==> src/rtl/regfile_cmd_ctrl_if.sv <==
`default_nettype none
// +------------------------------------------------------------------------+
// | regfile_cmd_ctrl_if: byte command link, register file and response bus |
// | Rev 1.0 - initial release                                              |
// +------------------------------------------------------------------------+
interface regfile_cmd_ctrl_if #(
  parameter int WIDTH   = 8,
  parameter int ADDRESS = 4
) ();
  logic               RX_Valid;
  logic [WIDTH-1:0]   RX_Data;
  logic               WrEn;
  logic               RdEn;
  logic [ADDRESS-1:0] Address;
  logic [WIDTH-1:0]   WrData;
  logic [WIDTH-1:0]   RdData;
  logic               RdData_Valid;
  logic [WIDTH-1:0]   TX_Data;
  logic               TX_Valid;
  logic               TX_Ready;
  logic               Busy;
  logic               Overrun;

  // Controller side
  modport master (
    input  RX_Valid, RX_Data, RdData, RdData_Valid, TX_Ready,
    output WrEn, RdEn, Address, WrData, TX_Data, TX_Valid, Busy, Overrun
  );

  // Byte source, register file and response consumer side
  modport slave (
    output RX_Valid, RX_Data, RdData, RdData_Valid, TX_Ready,
    input  WrEn, RdEn, Address, WrData, TX_Data, TX_Valid, Busy, Overrun
  );
endinterface
`default_nettype wire

==> src/rtl/regfile_cmd_ctrl.sv <==
`default_nettype none
// +------------------------------------------------------------------------+
// | regfile_cmd_ctrl: byte-command decoder driving a register file port     |
// | Rev 1.0 - initial release                                              |
// +------------------------------------------------------------------------+
module regfile_cmd_ctrl #(
  parameter int               WIDTH    = 8,
  parameter int               ADDRESS  = 4,
  parameter int               TIMEOUT  = 15,
  parameter logic [WIDTH-1:0] WR_CMD   = 8'hAA,
  parameter logic [WIDTH-1:0] RD_CMD   = 8'hBB,
  parameter logic [WIDTH-1:0] ERR_CODE = 8'hEE
) (
  input logic                CLK,
  input logic                RST,
  regfile_cmd_ctrl_if.master bus
);
  localparam int CNT_W = $clog2(TIMEOUT + 1);

  typedef enum logic [2:0] {
    IDLE    = 3'd0,
    WR_ADDR = 3'd1,
    WR_DATA = 3'd2,
    RD_ADDR = 3'd3,
    RD_WAIT = 3'd4,
    TX_SEND = 3'd5
  } state_t;

  state_t             state, state_next;
  logic [CNT_W-1:0]   cnt, cnt_next;
  logic               wr_en, wr_en_next;
  logic               rd_en, rd_en_next;
  logic [ADDRESS-1:0] addr, addr_next;
  logic [WIDTH-1:0]   wr_data, wr_data_next;
  logic [WIDTH-1:0]   tx_data, tx_data_next;
  logic               tx_valid, tx_valid_next;
  logic               busy, busy_next;
  logic               overrun, overrun_next;
  logic               addr_bad;

  // Any operand bit beyond the address range aborts the command
  assign addr_bad = (bus.RX_Data >> ADDRESS) != '0;

  always_comb begin
    state_next    = state;
    cnt_next      = cnt;
    wr_en_next    = 1'b0;
    rd_en_next    = 1'b0;
    addr_next     = addr;
    wr_data_next  = wr_data;
    tx_data_next  = tx_data;
    tx_valid_next = tx_valid;
    overrun_next  = overrun;
    case (state)
      IDLE: begin
        if (bus.RX_Valid) begin
          if (bus.RX_Data == WR_CMD)      state_next = WR_ADDR;
          else if (bus.RX_Data == RD_CMD) state_next = RD_ADDR;
        end
      end
      WR_ADDR, RD_ADDR: begin
        if (bus.RX_Valid) begin
          if (addr_bad) begin
            tx_data_next  = ERR_CODE;
            tx_valid_next = 1'b1;
            state_next    = TX_SEND;
          end else begin
            addr_next = bus.RX_Data[ADDRESS-1:0];
            if (state == WR_ADDR) begin
              state_next = WR_DATA;
            end else begin
              rd_en_next = 1'b1;
              cnt_next   = '0;
              state_next = RD_WAIT;
            end
          end
        end
      end
      WR_DATA: begin
        if (bus.RX_Valid) begin
          wr_data_next = bus.RX_Data;
          wr_en_next   = 1'b1;
          state_next   = IDLE;
        end
      end
      RD_WAIT: begin
        overrun_next = overrun | bus.RX_Valid;
        if (bus.RdData_Valid) begin
          tx_data_next  = bus.RdData;
          tx_valid_next = 1'b1;
          state_next    = TX_SEND;
        end else if (cnt == CNT_W'(TIMEOUT - 1)) begin
          // The wait has spanned TIMEOUT cycles with no data
          tx_data_next  = ERR_CODE;
          tx_valid_next = 1'b1;
          state_next    = TX_SEND;
        end else begin
          cnt_next = cnt + CNT_W'(1);
        end
      end
      TX_SEND: begin
        overrun_next = overrun | bus.RX_Valid;
        if (bus.TX_Ready) begin
          tx_valid_next = 1'b0;
          state_next    = IDLE;
        end
      end
      default: state_next = IDLE;
    endcase
    busy_next = (state_next != IDLE);
  end

  always_ff @(posedge CLK) begin
    if (RST) begin
      state    <= IDLE;
      cnt      <= '0;
      wr_en    <= 1'b0;
      rd_en    <= 1'b0;
      addr     <= '0;
      wr_data  <= '0;
      tx_data  <= '0;
      tx_valid <= 1'b0;
      busy     <= 1'b0;
      overrun  <= 1'b0;
    end else begin
      state    <= state_next;
      cnt      <= cnt_next;
      wr_en    <= wr_en_next;
      rd_en    <= rd_en_next;
      addr     <= addr_next;
      wr_data  <= wr_data_next;
      tx_data  <= tx_data_next;
      tx_valid <= tx_valid_next;
      busy     <= busy_next;
      overrun  <= overrun_next;
    end
  end

  assign bus.WrEn     = wr_en;
  assign bus.RdEn     = rd_en;
  assign bus.Address  = addr;
  assign bus.WrData   = wr_data;
  assign bus.TX_Data  = tx_data;
  assign bus.TX_Valid = tx_valid;
  assign bus.Busy     = busy;
  assign bus.Overrun  = overrun;
endmodule
`default_nettype wire

==> src/flat_wrapper.sv <==
// flat-port wrapper written by rule: the top's interface ports become plain ports
module regfile_cmd_ctrl_flat 
#(
  parameter int               WIDTH    = 8,
  parameter int               ADDRESS  = 4,
  parameter int               TIMEOUT  = 15,
  parameter logic [WIDTH-1:0] WR_CMD   = 8'hAA,
  parameter logic [WIDTH-1:0] RD_CMD   = 8'hBB,
  parameter logic [WIDTH-1:0] ERR_CODE = 8'hEE
)
  (CLK, RST, bus_RX_Valid, bus_RX_Data, bus_RdData, bus_RdData_Valid, bus_TX_Ready, bus_WrEn, bus_RdEn, bus_Address, bus_WrData, bus_TX_Data, bus_TX_Valid, bus_Busy, bus_Overrun);
  regfile_cmd_ctrl_if #(.WIDTH(WIDTH), .ADDRESS(ADDRESS)) bus_i ();
  input logic CLK;
  input logic RST;
  input wire logic [$bits(bus_i.RX_Valid)-1:0] bus_RX_Valid;
  input wire logic [$bits(bus_i.RX_Data)-1:0] bus_RX_Data;
  input wire logic [$bits(bus_i.RdData)-1:0] bus_RdData;
  input wire logic [$bits(bus_i.RdData_Valid)-1:0] bus_RdData_Valid;
  input wire logic [$bits(bus_i.TX_Ready)-1:0] bus_TX_Ready;
  output wire logic [$bits(bus_i.WrEn)-1:0] bus_WrEn;
  output wire logic [$bits(bus_i.RdEn)-1:0] bus_RdEn;
  output wire logic [$bits(bus_i.Address)-1:0] bus_Address;
  output wire logic [$bits(bus_i.WrData)-1:0] bus_WrData;
  output wire logic [$bits(bus_i.TX_Data)-1:0] bus_TX_Data;
  output wire logic [$bits(bus_i.TX_Valid)-1:0] bus_TX_Valid;
  output wire logic [$bits(bus_i.Busy)-1:0] bus_Busy;
  output wire logic [$bits(bus_i.Overrun)-1:0] bus_Overrun;
  assign bus_i.RX_Valid = bus_RX_Valid;
  assign bus_i.RX_Data = bus_RX_Data;
  assign bus_i.RdData = bus_RdData;
  assign bus_i.RdData_Valid = bus_RdData_Valid;
  assign bus_i.TX_Ready = bus_TX_Ready;
  assign bus_WrEn = bus_i.WrEn;
  assign bus_RdEn = bus_i.RdEn;
  assign bus_Address = bus_i.Address;
  assign bus_WrData = bus_i.WrData;
  assign bus_TX_Data = bus_i.TX_Data;
  assign bus_TX_Valid = bus_i.TX_Valid;
  assign bus_Busy = bus_i.Busy;
  assign bus_Overrun = bus_i.Overrun;
  regfile_cmd_ctrl #(.WIDTH(WIDTH), .ADDRESS(ADDRESS), .TIMEOUT(TIMEOUT), .WR_CMD(WR_CMD), .RD_CMD(RD_CMD), .ERR_CODE(ERR_CODE)) u_core (.CLK(CLK), .RST(RST), .bus(bus_i));
endmodule
==> config.mk <==
export PLATFORM = sky130hd
export DESIGN_NAME = regfile_cmd_ctrl_flat
export DESIGN_NICKNAME = d
export VERILOG_FILES = /design/src/rtl/regfile_cmd_ctrl_if.sv /design/src/rtl/regfile_cmd_ctrl.sv /design/src/flat_wrapper.sv
export SDC_FILE = /design/constraint.sdc
export NUM_CORES = 1
export LEC_CHECK = 0
export ABC_AREA = 1
export BUFFER_PORTS_ARGS = -buffer_cell sky130_fd_sc_hd__buf_2
export CORE_MARGIN = 2
export CORE_UTILIZATION = 39
export CTS_BUF_LIST = sky130_fd_sc_hd__clkbuf_8
export CTS_CLUSTER_SIZE = 30
export DETAILED_ROUTE_END_ITERATION = 6
export PLACE_DENSITY = 0.72
export SLEW_MARGIN = 20
export SYNTH_ARGS = -nofsm -noshare
export SYNTH_HDL_FRONTEND = slang
export SYNTH_SLANG_ARGS = --single-unit
export TNS_END_PERCENT = 30
==> constraint.sdc <==
create_clock -name CLK -period 3 [get_ports CLK]
set_input_delay 0.3 -clock CLK [delete_from_list [all_inputs] [get_ports CLK]]
set_output_delay 0.3 -clock CLK [all_outputs]
set_load 0.05 [all_outputs]
== After elaboration in Yosys (flattened, before gate mapping) ==
Index checks and enable logic that the tools add are counted.

* Word-level logic and storage cells: 76
* Flip-flop bits (word level): 32

* Equal/unequal tests: 16
* Bitwise gates (word level): 5
* Reduce and logical (&&, ||, !) cells: 14
* Mux-type cells: 30
* Add/subtract/negate cells: 1

{| class="wikitable"
|+ Operator list
! operator !! number
|-
| 8-bit 2-to-1 mux || 4
|-
| 3-bit 2-to-1 mux || 10
|-
| 4-bit 2-to-1 mux || 5
|-
| 8-bit equality test (second input constant) || 2
|-
| 8-bit one-hot mux with 2 select lines || 1
|-
| 3-bit one-hot mux with 5 select lines || 1
|-
| 2-bit inequality test (second input constant) || 6
|-
| 4-bit one-hot mux with 2 select lines || 1
|-
| 8-bit nonzero test || 1
|-
| 1-bit 2-to-1 mux || 7
|-
| 3-bit by 2-bit equality test with 1-bit output (second input constant) || 2
|-
| 3-bit equality test (second input constant) || 2
|-
| 6-bit AND reduction || 1
|-
| 3-bit nonzero test || 2
|-
| 2-bit OR reduction || 3
|-
| 5-bit AND reduction || 1
|-
| 4-bit by 1-bit adder with 4-bit output (second input constant) || 1
|-
| 4-bit equality test (second input constant) || 1
|-
| 1-bit NOT || 4
|-
| 4-bit AND reduction || 1
|-
| 4-bit OR reduction || 1
|-
| 3-bit by 1-bit equality test with 1-bit output (second input constant) || 1
|-
| 3-bit zero test || 1
|-
| 3-bit by 2-bit inequality test with 1-bit output (second input constant) || 1
|-
| other kinds (6) || 6
|}

== Longest topological paths before layout ==
Gate-level depths: netlist of the first run.

* Depth in word-level cells: 6
* Mapped depth: 10
* Depth with buffers taken out: 10

== Worst setup path after synthesis of the first run ==
No wires, ideal clock.

* Path type: register -> register
* From: register u_core.cnt[0]
* To: register u_core.cnt[2]
* Clock period less this slack: 1.320 ns
* Arrival: 1.187 ns
* Library setup time: 0.132 ns
* Slack: 1.680 ns
* Cell stages (with the launch flop): 9
* Path buffers: 0
* Cells stage by stage: dfxtp_1 -> inv_1 -> ha_1 -> nand3_1 -> nand2_1 -> a21oi_2 -> nand2_1 -> nand2_1 -> a21oi_1

* Longest elaborated chain between the ends: 4
* Elaborated cells between the ends (all ways): 7

{| class="wikitable"
|+ Ends and longest elaborated chain
! item !! RTL line !! RTL
|-
| start, declared || regfile_cmd_ctrl.sv:30 || <nowiki>logic [CNT_W-1:0] cnt, cnt_next;</nowiki>
|-
| start signal, assigned || regfile_cmd_ctrl.sv:127 || <nowiki>cnt <= cnt_next;</nowiki>
|-
| 4-bit by 1-bit adder with 4-bit output || regfile_cmd_ctrl.sv:98 || <nowiki>cnt_next = cnt + CNT_W'(1);</nowiki>
|-
| 4-bit 2-to-1 mux || regfile_cmd_ctrl.sv:92 || <nowiki>end else if (cnt == CNT_W'(TIMEOUT - 1)) begin</nowiki>
|-
| 4-bit 2-to-1 mux || regfile_cmd_ctrl.sv:88 || <nowiki>if (bus.RdData_Valid) begin</nowiki>
|-
| 4-bit one-hot mux with 2 select lines || regfile_cmd_ctrl.sv:54 || <nowiki>case (state)</nowiki>
|}

Several ways; a longest one is shown, not always the timed one. The select of a mux whose other input is x is not followed.
A chain may end at the register's enable or synchronous reset.

== Worst setup path in the final report of the first run ==
* From: register u_core.cnt[0]
* To: register u_core.cnt[0]

Same word-level chain as after synthesis.

==> results of run 1 <==
-- worst max-delay path, cell delays in order, from the launching register on --
cell     delay, ps
dfxtp_1        400
inv_1           80
ha_1           200
nand3_1        100
nand2_1         90
a21oi_2        240
nand2_1        160
nand2_1         90
a21oi_1         60
-- logic make-up (layout without fill, tap and decap cells) --
group / Yosys count / after routing
xor+xnor: 1 / 1
simple gates: 110 / 110
compound gates: 39 / 39
flops: 32 / 32
buf+inv: 27 / 75
fa+ha+maj: 2 / 2
-- where the power goes --
group          internal (mW)  leakage (nW)  total [mW]  switching [mW]
clock network          0.180        0.0538       0.327           0.147
logic                 0.0308         0.617       0.108          0.0773
registers              0.435         0.258       0.441         0.00588
-- through the flow --
stage | util (%) | power, mW | area (µm²) | worst slack (ps)
3_3_place_gp | 47.5 | 0.557 | 1740 | 1550
6_report | 50.0 | 0.876 | 1830 | 1480
3_5_place_dp | 47.5 | 0.558 | 1740 | 1500
4_1_cts | 50.0 | 0.885 | 1830 | 1490
5_1_grt | 50.0 | 0.918 | 1830 | 1270
2_1_floorplan | - | 0.524 | 1480 | 1680
-- how the worst min path moves through the flow --
| stage | cells after the start | end | slack (ps) |
|---|---|---|---|
| detailed placement | 1 | u_core.bus.Overrun | 450 |
| global route | 3 | u_core.bus.TX_Data[7] | 260 |
| CTS | 3 | u_core.bus.TX_Data[3] | 250 |
| global placement | 1 | u_core.bus.Overrun | 450 |
| floorplan | 2 | u_core.bus.TX_Data[1] | 440 |
| finish | 3 | u_core.bus.TX_Data[6] | 250 |
-- registers in the layout (all words and copies together), names as in the netlist --
name,flops
u_core.bus.Address,4
u_core.bus.TX_Valid,1
u_core.bus.RdEn,1
u_core.cnt,4
u_core.state,3
u_core.bus.WrData,8
u_core.bus.Busy,1
u_core.bus.Overrun,1
u_core.bus.WrEn,1
u_core.bus.TX_Data,8
-- cell type report --
class / count / area, µm² / area share [%]
Multi-Input combinational cell: 152 / 731 / 39.9
Sequential cell: 32 / 641 / 35.0
Timing Repair Buffer: 45 / 225 / 12.3
Clock buffer: 6 / 82.6 / 4.51
Inverter: 22 / 82.6 / 4.51
Tap cell: 48 / 60.1 / 3.28
Clock inverter: 2 / 7.51 / 0.410
-- cells in the final DEF (no fill, tap or decap), types with 2 or more instances in the layout --
cell type	instances
buf_2	45
nand2_1	43
nor2_1	37
dfxtp_1	32
inv_1	22
o21ai_0	18
a21oi_1	15
nand3_1	13
nor3_1	8
clkbuf_8	6
nand2_2	4
inv_2	2
o21ai_1	2
ha_1	2
-- per-layer routing --
metal | wire, µm | part of all wire, % | global-route usage [%]
met5 | 0 | 0 | 0
met3 | 170 | 5.1 | 4.79
met2 | 1550 | 47 | 29.3
met1 | 1510 | 45 | 19.2
met4 | 93 | 2.8 | 12.2
==> results.toml, run 1 <==
[worst_setup_path]
startpoint_type = "register"
reg2reg_slack_ps = 1480
endpoint_kind = "register"
reg2reg_from = "u_core.cnt[0]"
rr_worst_depth = 8
r2r-end = "u_core.cnt[0]"
cp_max_fo = 5
critical_path_required_ps = 3170
critPathKind = "reg -> reg"
endpoint = "u_core.cnt[0]"
crit_path_start = "u_core.cnt[0]"
crit_arrival_ps = 1690

[clock_network]
cts_tree = "yes"
cts_made_buffers = 5
cts_setup_buffers = 0
htreeDepth = 2
cts.sinks = 32
clockBufferDepth = 2
postCtsHoldBufs = 0
insertion_delay_ps = 280
clkTransAtPathRegs_ps = 60
clock-root-buffer = "clkbuf_8"
cts_resized = 0

[detailed_routing]
drc_errors = 0
vias_per_cell = 4.76
drt_wl_total_mm = 3.32
ant_nets = 0
drtIter0Drc = 61
wl_per_cell_um = 10.8
first_pass_iters = 4
via_count = 1461

[yosys]
ys_top_cells_by_area = "dfxtp_1 (43%), nand2_1 (11%), nor2_1 (9.4%), o21ai_0 (6.1%), a21oi_1 (5.1%)"
syn-num-nets = 234
synth-simple-area-share_pct = 32.5
seq_area_frac_synth_pct = 43.2
syn_area_um2 = 1480
synth_area_per_cell_um2 = 7.03
synthTopCellsByCount = "nand2_1 (43), nor2_1 (37), dfxtp_1 (32), inv_1 (20), o21ai_0 (18)"
synth_xor_area_share_pct = 0.590
synth_edf_count = 0
synth-compound-area-share_pct = 14.5
ys_ff_latch = 32
synth_top_family_by_area = "simple AND/OR/NAND/NOR gates"
ys.flop_type = "dfxtp_1"
yosys.area.top_type = "dfxtp_1"
syn_inst = 211
muxShareOfSynthArea_pct = 0
synth_cell_types = 25
synth_adder_area_share_pct = 1.69
yosysWarnings = 0
yosys.area.top_type_share_pct = 43.2
synthArstFlopShare_pct = 0
yosysMostFrequentCell = "nand2_1"

[timing]
setup_violations = 0
fmax_ghz = 0.657
worst_slew_pin_slew_ps = 551
drv_slew = 0
finalHoldViolCount = 0
fin_crit_sh_pct = 50.7
tns_ps = 0
relSlewSlack_pct = 63.2
fin_skew_ps = 3.53
period_needed_ps = 1520
whs_ps = 253
rsz0062_at_grt = "no"

[grt]
grt_use_total_pct = 17.6
overflow = 0
grt_pass1_vias = 1371
grt_start_max_net_pins = 22
antenna_found_initial = 0
grt_pass1_wl_mm = 5.72

[floorplan]
start_util_pct = 40.5
io_pins = 46
core_um2 = 3660
die_h_um = 65.7
die_width_um = 65.7
row_count = 22
die-area_um2 = 4310

[finish]
layout-drive-gt1-share_pct = 24.3
num_antenna_cells = 0
layout.cells.non_filler = 307
area_growth_syn_to_layout_pct = 23.3
nFillCells = 382
nets = 281

[worst_hold_path]
hold_path.class = "in -> reg"
hp-start = "bus_RdData[6]"

[power_and_ir_drop]
p_per_area_nw_per_um2 = 479
ir_drop_mv = 0.342
power_leakage_nw = 0.930

[placement]
io_buffer_count = 45
dp_cells = 299
place.gp.congestion = 0.844
dpl.hpwl_mm = 2.57

[outcome]
status = "complete, no violations"

[run]
cap_violations = 0
Power figures use the tool's default switching activity.
==> run 2: changes to the inputs <==
==> constraint.sdc (replaced) <==
create_clock -name CLK -period 1.5 [get_ports CLK]
set_input_delay 0.15 -clock CLK [delete_from_list [all_inputs] [get_ports CLK]]
set_output_delay 0.15 -clock CLK [all_outputs]
set_load 0.05 [all_outputs]
==> run 2 against run 1 <==
Against the previous run:
- sequential cell count unchanged
- wire length increased by 2.4%
- worst hold slack got worse by 170 ps
- sequential power increased by 100%
- sequential share of layout area decreased by 0.44 points
- critical path depth unchanged
- core utilization increased by 1.0 points
- worst setup slack got worse by 1400 ps
- critical endpoint unchanged
==> results.toml, run 2 (same netlist as run 1, synthesis figures left out) <==
[finish]
multi_input_area_um2 = 746
num_antenna_cells = 0
final_cell_mix = "buf_2 (45), nand2_1 (41), nor2_1 (36), dfxtp_1 (28), inv_1 (20)"
seqCellArea_um2 = 646
area_growth_syn_to_layout_pct = 25.8
nFillCells = 376
layout-drive-gt1-share_pct = 28.4
nets = 283
final_common_cell = "buf_2"

[worst_setup_path]
critPathKind = "reg -> reg"
endpoint_kind = "register"
cp_max_fo = 9
rr_worst_depth = 8
r2r-end = "u_core.cnt[0]"
critical_path_required_ps = 1720
reg2reg_from = "u_core.state[1]"
endpoint = "u_core.cnt[0]"
reg2reg_slack_ps = 110
crit_arrival_ps = 1610
startpoint_type = "register"
crit_path_start = "u_core.state[1]"

[clock_network]
insertion_delay_ps = 300
htreeDepth = 2
cts_made_buffers = 5
postCtsHoldBufs = 0
cts_setup_buffers = 0
clockBufferDepth = 2
cts_resized = 0
cts_tree = "yes"
clock-root-buffer = "clkbuf_8"
clkTransAtPathRegs_ps = 60
cts.sinks = 32

[placement]
dpl.hpwl_mm = 2.55
pre_cts_slack_ps = 50.3
io_buffer_count = 45
place.gp.congestion = 0.871

[timing]
fin_crit_sh_pct = 92.9
fmax_ghz = 0.717
drv_slew = 0
relSlewSlack_pct = 65.4
setup_violations = 0
whs_ps = 82.6
finalHoldViolCount = 0
worst_slew_pin_slew_ps = 518
layout_setup_ws_ps = 106
period_needed_ps = 1390
rsz0062_at_grt = "yes"
fin_skew_ps = 6.89

[grt]
grt_pass1_wl_mm = 5.69
antenna_found_initial = 0
grt_start_max_net_pins = 22
overflow = 0
grt_use_total_pct = 17.8
grt_pass1_vias = 1363

[power_and_ir_drop]
ir_drop_mv = 0.602
p_per_area_nw_per_um2 = 958
power_leakage_nw = 0.940

[detailed_routing]
vias_per_cell = 4.74
via_count = 1466
first_pass_iters = 4
drt_wl_total_mm = 3.40
drc_errors = 0
ant_nets = 0
drtIter0Drc = 104
wl_per_cell_um = 11.0

[floorplan]
core_um2 = 3660
row_count = 22
start_util_pct = 40.5
die_width_um = 65.7
die-area_um2 = 4310
die_h_um = 65.7
io_pins = 46

[run]
cap_violations = 0

[outcome]
status = "complete, no violations"

[worst_hold_path]
hold_path.class = "in -> reg"
run 2: changes by cell type in the layout (fill, tap and decap cells not counted), sizes merged:
cell	previous run	this run
clkinv	0	2
buf	45	47
inv	24	22
run 2: final cells by class:
type	count	share of cell area, %
multi-input cells	152	39.9
flip-flops and latches	32	34.6
repair buffers	47	12.9
clock buffers	6	4.42
inverters	22	4.42
well taps	48	3.22
clock inverters	2	0.536
run 2: where the power goes:
group	internal [mW]	total, mW	switching, mW
clock	0.365	0.688	0.323
sequential	0.870	0.881	0.0115
combinational	0.0644	0.220	0.156
run 2: metrics by stage:
stage	cell area (µm²)	TNS [ps]	total power, mW	utilization, %	cells
floorplan	1480	0	1.05	-	211
global placement	1750	0	1.12	47.9	301
detailed placement	1750	0	1.12	47.9	301
CTS	1850	0	1.80	50.4	309
global route	1870	-35.7	1.88	51.0	309
finish	1870	0	1.79	51.0	309
run 2: how the worst min path moves through the flow:
stage | from | endpoint | slack, ps | depth (start not counted)
after global routing | bus_RdData[6] | u_core.bus.TX_Data[6] | 80 | 3
after detailed placement | bus_RdData[7] | u_core.bus.TX_Data[7] | 390 | 3
after floorplan | bus_RdData[1] | u_core.bus.TX_Data[1] | 290 | 2
after CTS | bus_RdData[7] | u_core.bus.TX_Data[7] | 80 | 3
final | bus_RdData[1] | u_core.bus.TX_Data[1] | 80 | 3
after global placement | bus_RdData[3] | u_core.bus.TX_Data[3] | 380 | 3
run 2: worst max-delay path, cell delays in order, from the launching register on:
cell and delay [ps]:
dfxtp_2 350, inv_2 100, nand2_2 90, nor2_4 140, inv_2 120, buf_4 170
nor2_1 100, nand3_1 80, a21oi_1 160
run 2: metal layers:
layer | share of wire (%) | up-vias | global-route usage (%)
li1 | - | 771 | -
met1 | 44 | 646 | 20.5
met2 | 46 | 42 | 28.2
met3 | 7.2 | 7 | 7.88
met4 | 2.6 | 0 | 8.07
met5 | 0 | - | 0
==> run 3: changes to the inputs <==
--- a/config.mk
+++ b/config.mk
@@ -12,7 +12,9 @@
 export CTS_BUF_LIST = sky130_fd_sc_hd__clkbuf_8
 export CTS_CLUSTER_SIZE = 30
 export DETAILED_ROUTE_END_ITERATION = 6
-export PLACE_DENSITY = 0.72
+export HOLD_SLACK_MARGIN = 0.08
+export PLACE_DENSITY = 0.74
+export SETUP_SLACK_MARGIN = 0.15
 export SLEW_MARGIN = 20
 export SYNTH_ARGS = -nofsm -noshare
 export SYNTH_HDL_FRONTEND = slang
==> constraint.sdc (replaced) <==
create_clock -name CLK -period 1.25 [get_ports CLK]
set_input_delay 0.125 -clock CLK [delete_from_list [all_inputs] [get_ports CLK]]
set_output_delay 0.125 -clock CLK [all_outputs]
set_load 0.05 [all_outputs]
==> run 3 against run 2 <==
Against the previous run:
- via count rose by 8.5%
- worst hold slack got worse by 13 ps
- cell count rose by 6.1%
- the flow now finishes with violations (setup timing)
- count of clock-buffer cells in the layout did not move
- first-iteration DRC count fell by 39%
==> results.toml, run 3 (same netlist as run 1, synthesis figures left out) <==
[outcome]
status = "finished with violations"
violations = "setup timing"

[clock_network]
clock-root-buffer = "clkbuf_8"
cts.sinks = 32
cts_tree = "yes"
clkTransAtPathRegs_ps = 60
htreeDepth = 2
insertion_delay_ps = 280
cts_made_buffers = 5
clockBufferDepth = 2

[detailed_routing]
first_pass_iters = 4
vias_per_cell = 4.85
wl_per_cell_um = 11.7
drc_errors = 0
via_count = 1590
drtIter0Drc = 63
drt_wl_total_mm = 3.83
ant_nets = 0

[power_and_ir_drop]
p_per_area_nw_per_um2 = 998
combPwrFrac_pct = 15.0
p_clk_share_pct = 36.0
power_leakage_nw = 1.04
total_power_mw = 2.15
switchingPower_mw = 0.570
ir_drop_mv = 0.657
p_sw_share_pct = 26.5
seqPwrFrac_pct = 49.0
intPower_mw = 1.58

[worst_setup_path]
reg2reg_from = "u_core.state[2]"
endpoint = "u_core.cnt[0]"
crit_path_start = "u_core.state[2]"
rr_worst_depth = 8
startpoint_type = "register"
crit_arrival_ps = 1440
critical_path_required_ps = 1420
r2r-end = "u_core.cnt[0]"
reg2reg_slack_ps = -20
cp_max_fo = 5
critPathKind = "reg -> reg"
endpoint_kind = "register"

[floorplan]
die-area_um2 = 4310
die_width_um = 65.7
start_util_pct = 40.5
row_count = 22
io_pins = 46
core_um2 = 3660
die_h_um = 65.7

[run]
cap_violations = 0

[timing]
rsz0062_at_grt = "yes"
layout_setup_ws_ps = -18.0
worst_slew_pin_slew_ps = 574
finalHoldViolCount = 0
fmax_ghz = 0.789
fin_skew_ps = 3.75
relSlewSlack_pct = 61.7
setup_violations = 4
drv_slew = 0
period_needed_ps = 1270
fin_crit_sh_pct = 101

[worst_hold_path]
hold_path.class = "in -> reg"

[finish]
final_common_cell = "buf_2"
nets = 302
layout-drive-gt1-share_pct = 40.0
final_cell_mix = "buf_2 (45), nand2_1 (35), nor2_1 (29), dfxtp_1 (27), inv_1 (18)"
area_growth_syn_to_layout_pct = 45.2
fin_area_um2 = 2150
num_antenna_cells = 0

[grt]
overflow = 0
grt_pass1_vias = 1456
grt_use_total_pct = 19.0
grt_pass1_wl_mm = 6.32
antenna_found_initial = 0
grt_start_max_net_pins = 22

[placement]
place.gp.congestion = 0.874
io_buffer_count = 45
postPlaceCellArea_um2 = 1860
dpl.hpwl_mm = 2.63
-- run 3: worst min-delay path by stage --
| stage | endpoint | depth (start not counted) | slack, ps | from |
|---|---|---|---|---|
| after global placement | u_core.bus.TX_Data[2] | 3 | 350 | bus_RdData[2] |
| after detailed placement | u_core.bus.TX_Data[2] | 3 | 360 | bus_RdData[2] |
| final | u_core.bus.TX_Data[3] | 3 | 70 | bus_RdData[3] |
| after global routing | u_core.bus.TX_Data[3] | 3 | 90 | bus_RdData[3] |
| after CTS | u_core.bus.TX_Data[3] | 3 | 80 | bus_RdData[3] |
| after floorplan | u_core.bus.TX_Data[1] | 2 | 260 | bus_RdData[1] |
-- run 3: area by class of cell --
class,count,area [µm²]
Clock buffer,6,82.6
Clock inverter,2,7.51
Fill cell,338,1510
Inverter,22,90.1
Multi-Input combinational cell,152,857
Sequential cell,32,654
Tap cell,48,60.1
Timing Repair Buffer,66,403
-- run 3: power groups by stage --
| stage | Combinational, mW | Clock (mW) | Sequential [mW] |
|---|---|---|---|
| 2_1_floorplan | 0.110 | 0 | 1.15 |
| 3_3_place_gp | 0.278 | 0 | 1.08 |
| 3_5_place_dp | 0.280 | 0 | 1.08 |
| 4_1_cts | 0.308 | 0.798 | 1.05 |
| 5_1_grt | 0.350 | 0.832 | 1.06 |
| 6_report | 0.323 | 0.773 | 1.05 |
-- run 3: routing by layer --
| metal | vias up | global-route usage (%) | wire length, µm |
|---|---|---|---|
| met3 | 10 | 4.79 | 221 |
| met4 | 0 | 8.33 | 104 |
| met1 | 724 | 23.7 | 1620 |
| li1 | 816 | - | - |
| met5 | - | 0 | 0 |
| met2 | 40 | 30.8 | 1890 |
-- run 3: repair_timing --
action / CTS / global route
setup endpoints to repair: 28 / 29
pin swaps: 25 / 14
endpoints found under the hold margin: 5 / 0
hold buffers: 5 / 0
gates resized for setup: 26 / 19
buffers inserted: 4 / 1
-- run 3: worst max-delay path, stage by stage, from the launching register on --
cell and delay (ps):
dfxtp_4 370, inv_2 100, nand2_4 80, nor2_2 120, nand3_2 130, nand2_2 140
nand2_2 90, nand2_1 80, a21oi_1 50
-- run 3: stage by stage --
step	hold WS (ps)	setup WS [ps]	cells	util, %	TNS, ps
detailed placement	360	-48.7	310	50.7	-241
global placement	354	-46.4	310	50.7	-172
floorplan	264	57.3	211	-	0
global route	86.7	-84.4	328	58.9	-947
finish	69.7	-18.0	328	58.9	-62.5
CTS	82.0	-3.30	327	57.3	-3.30
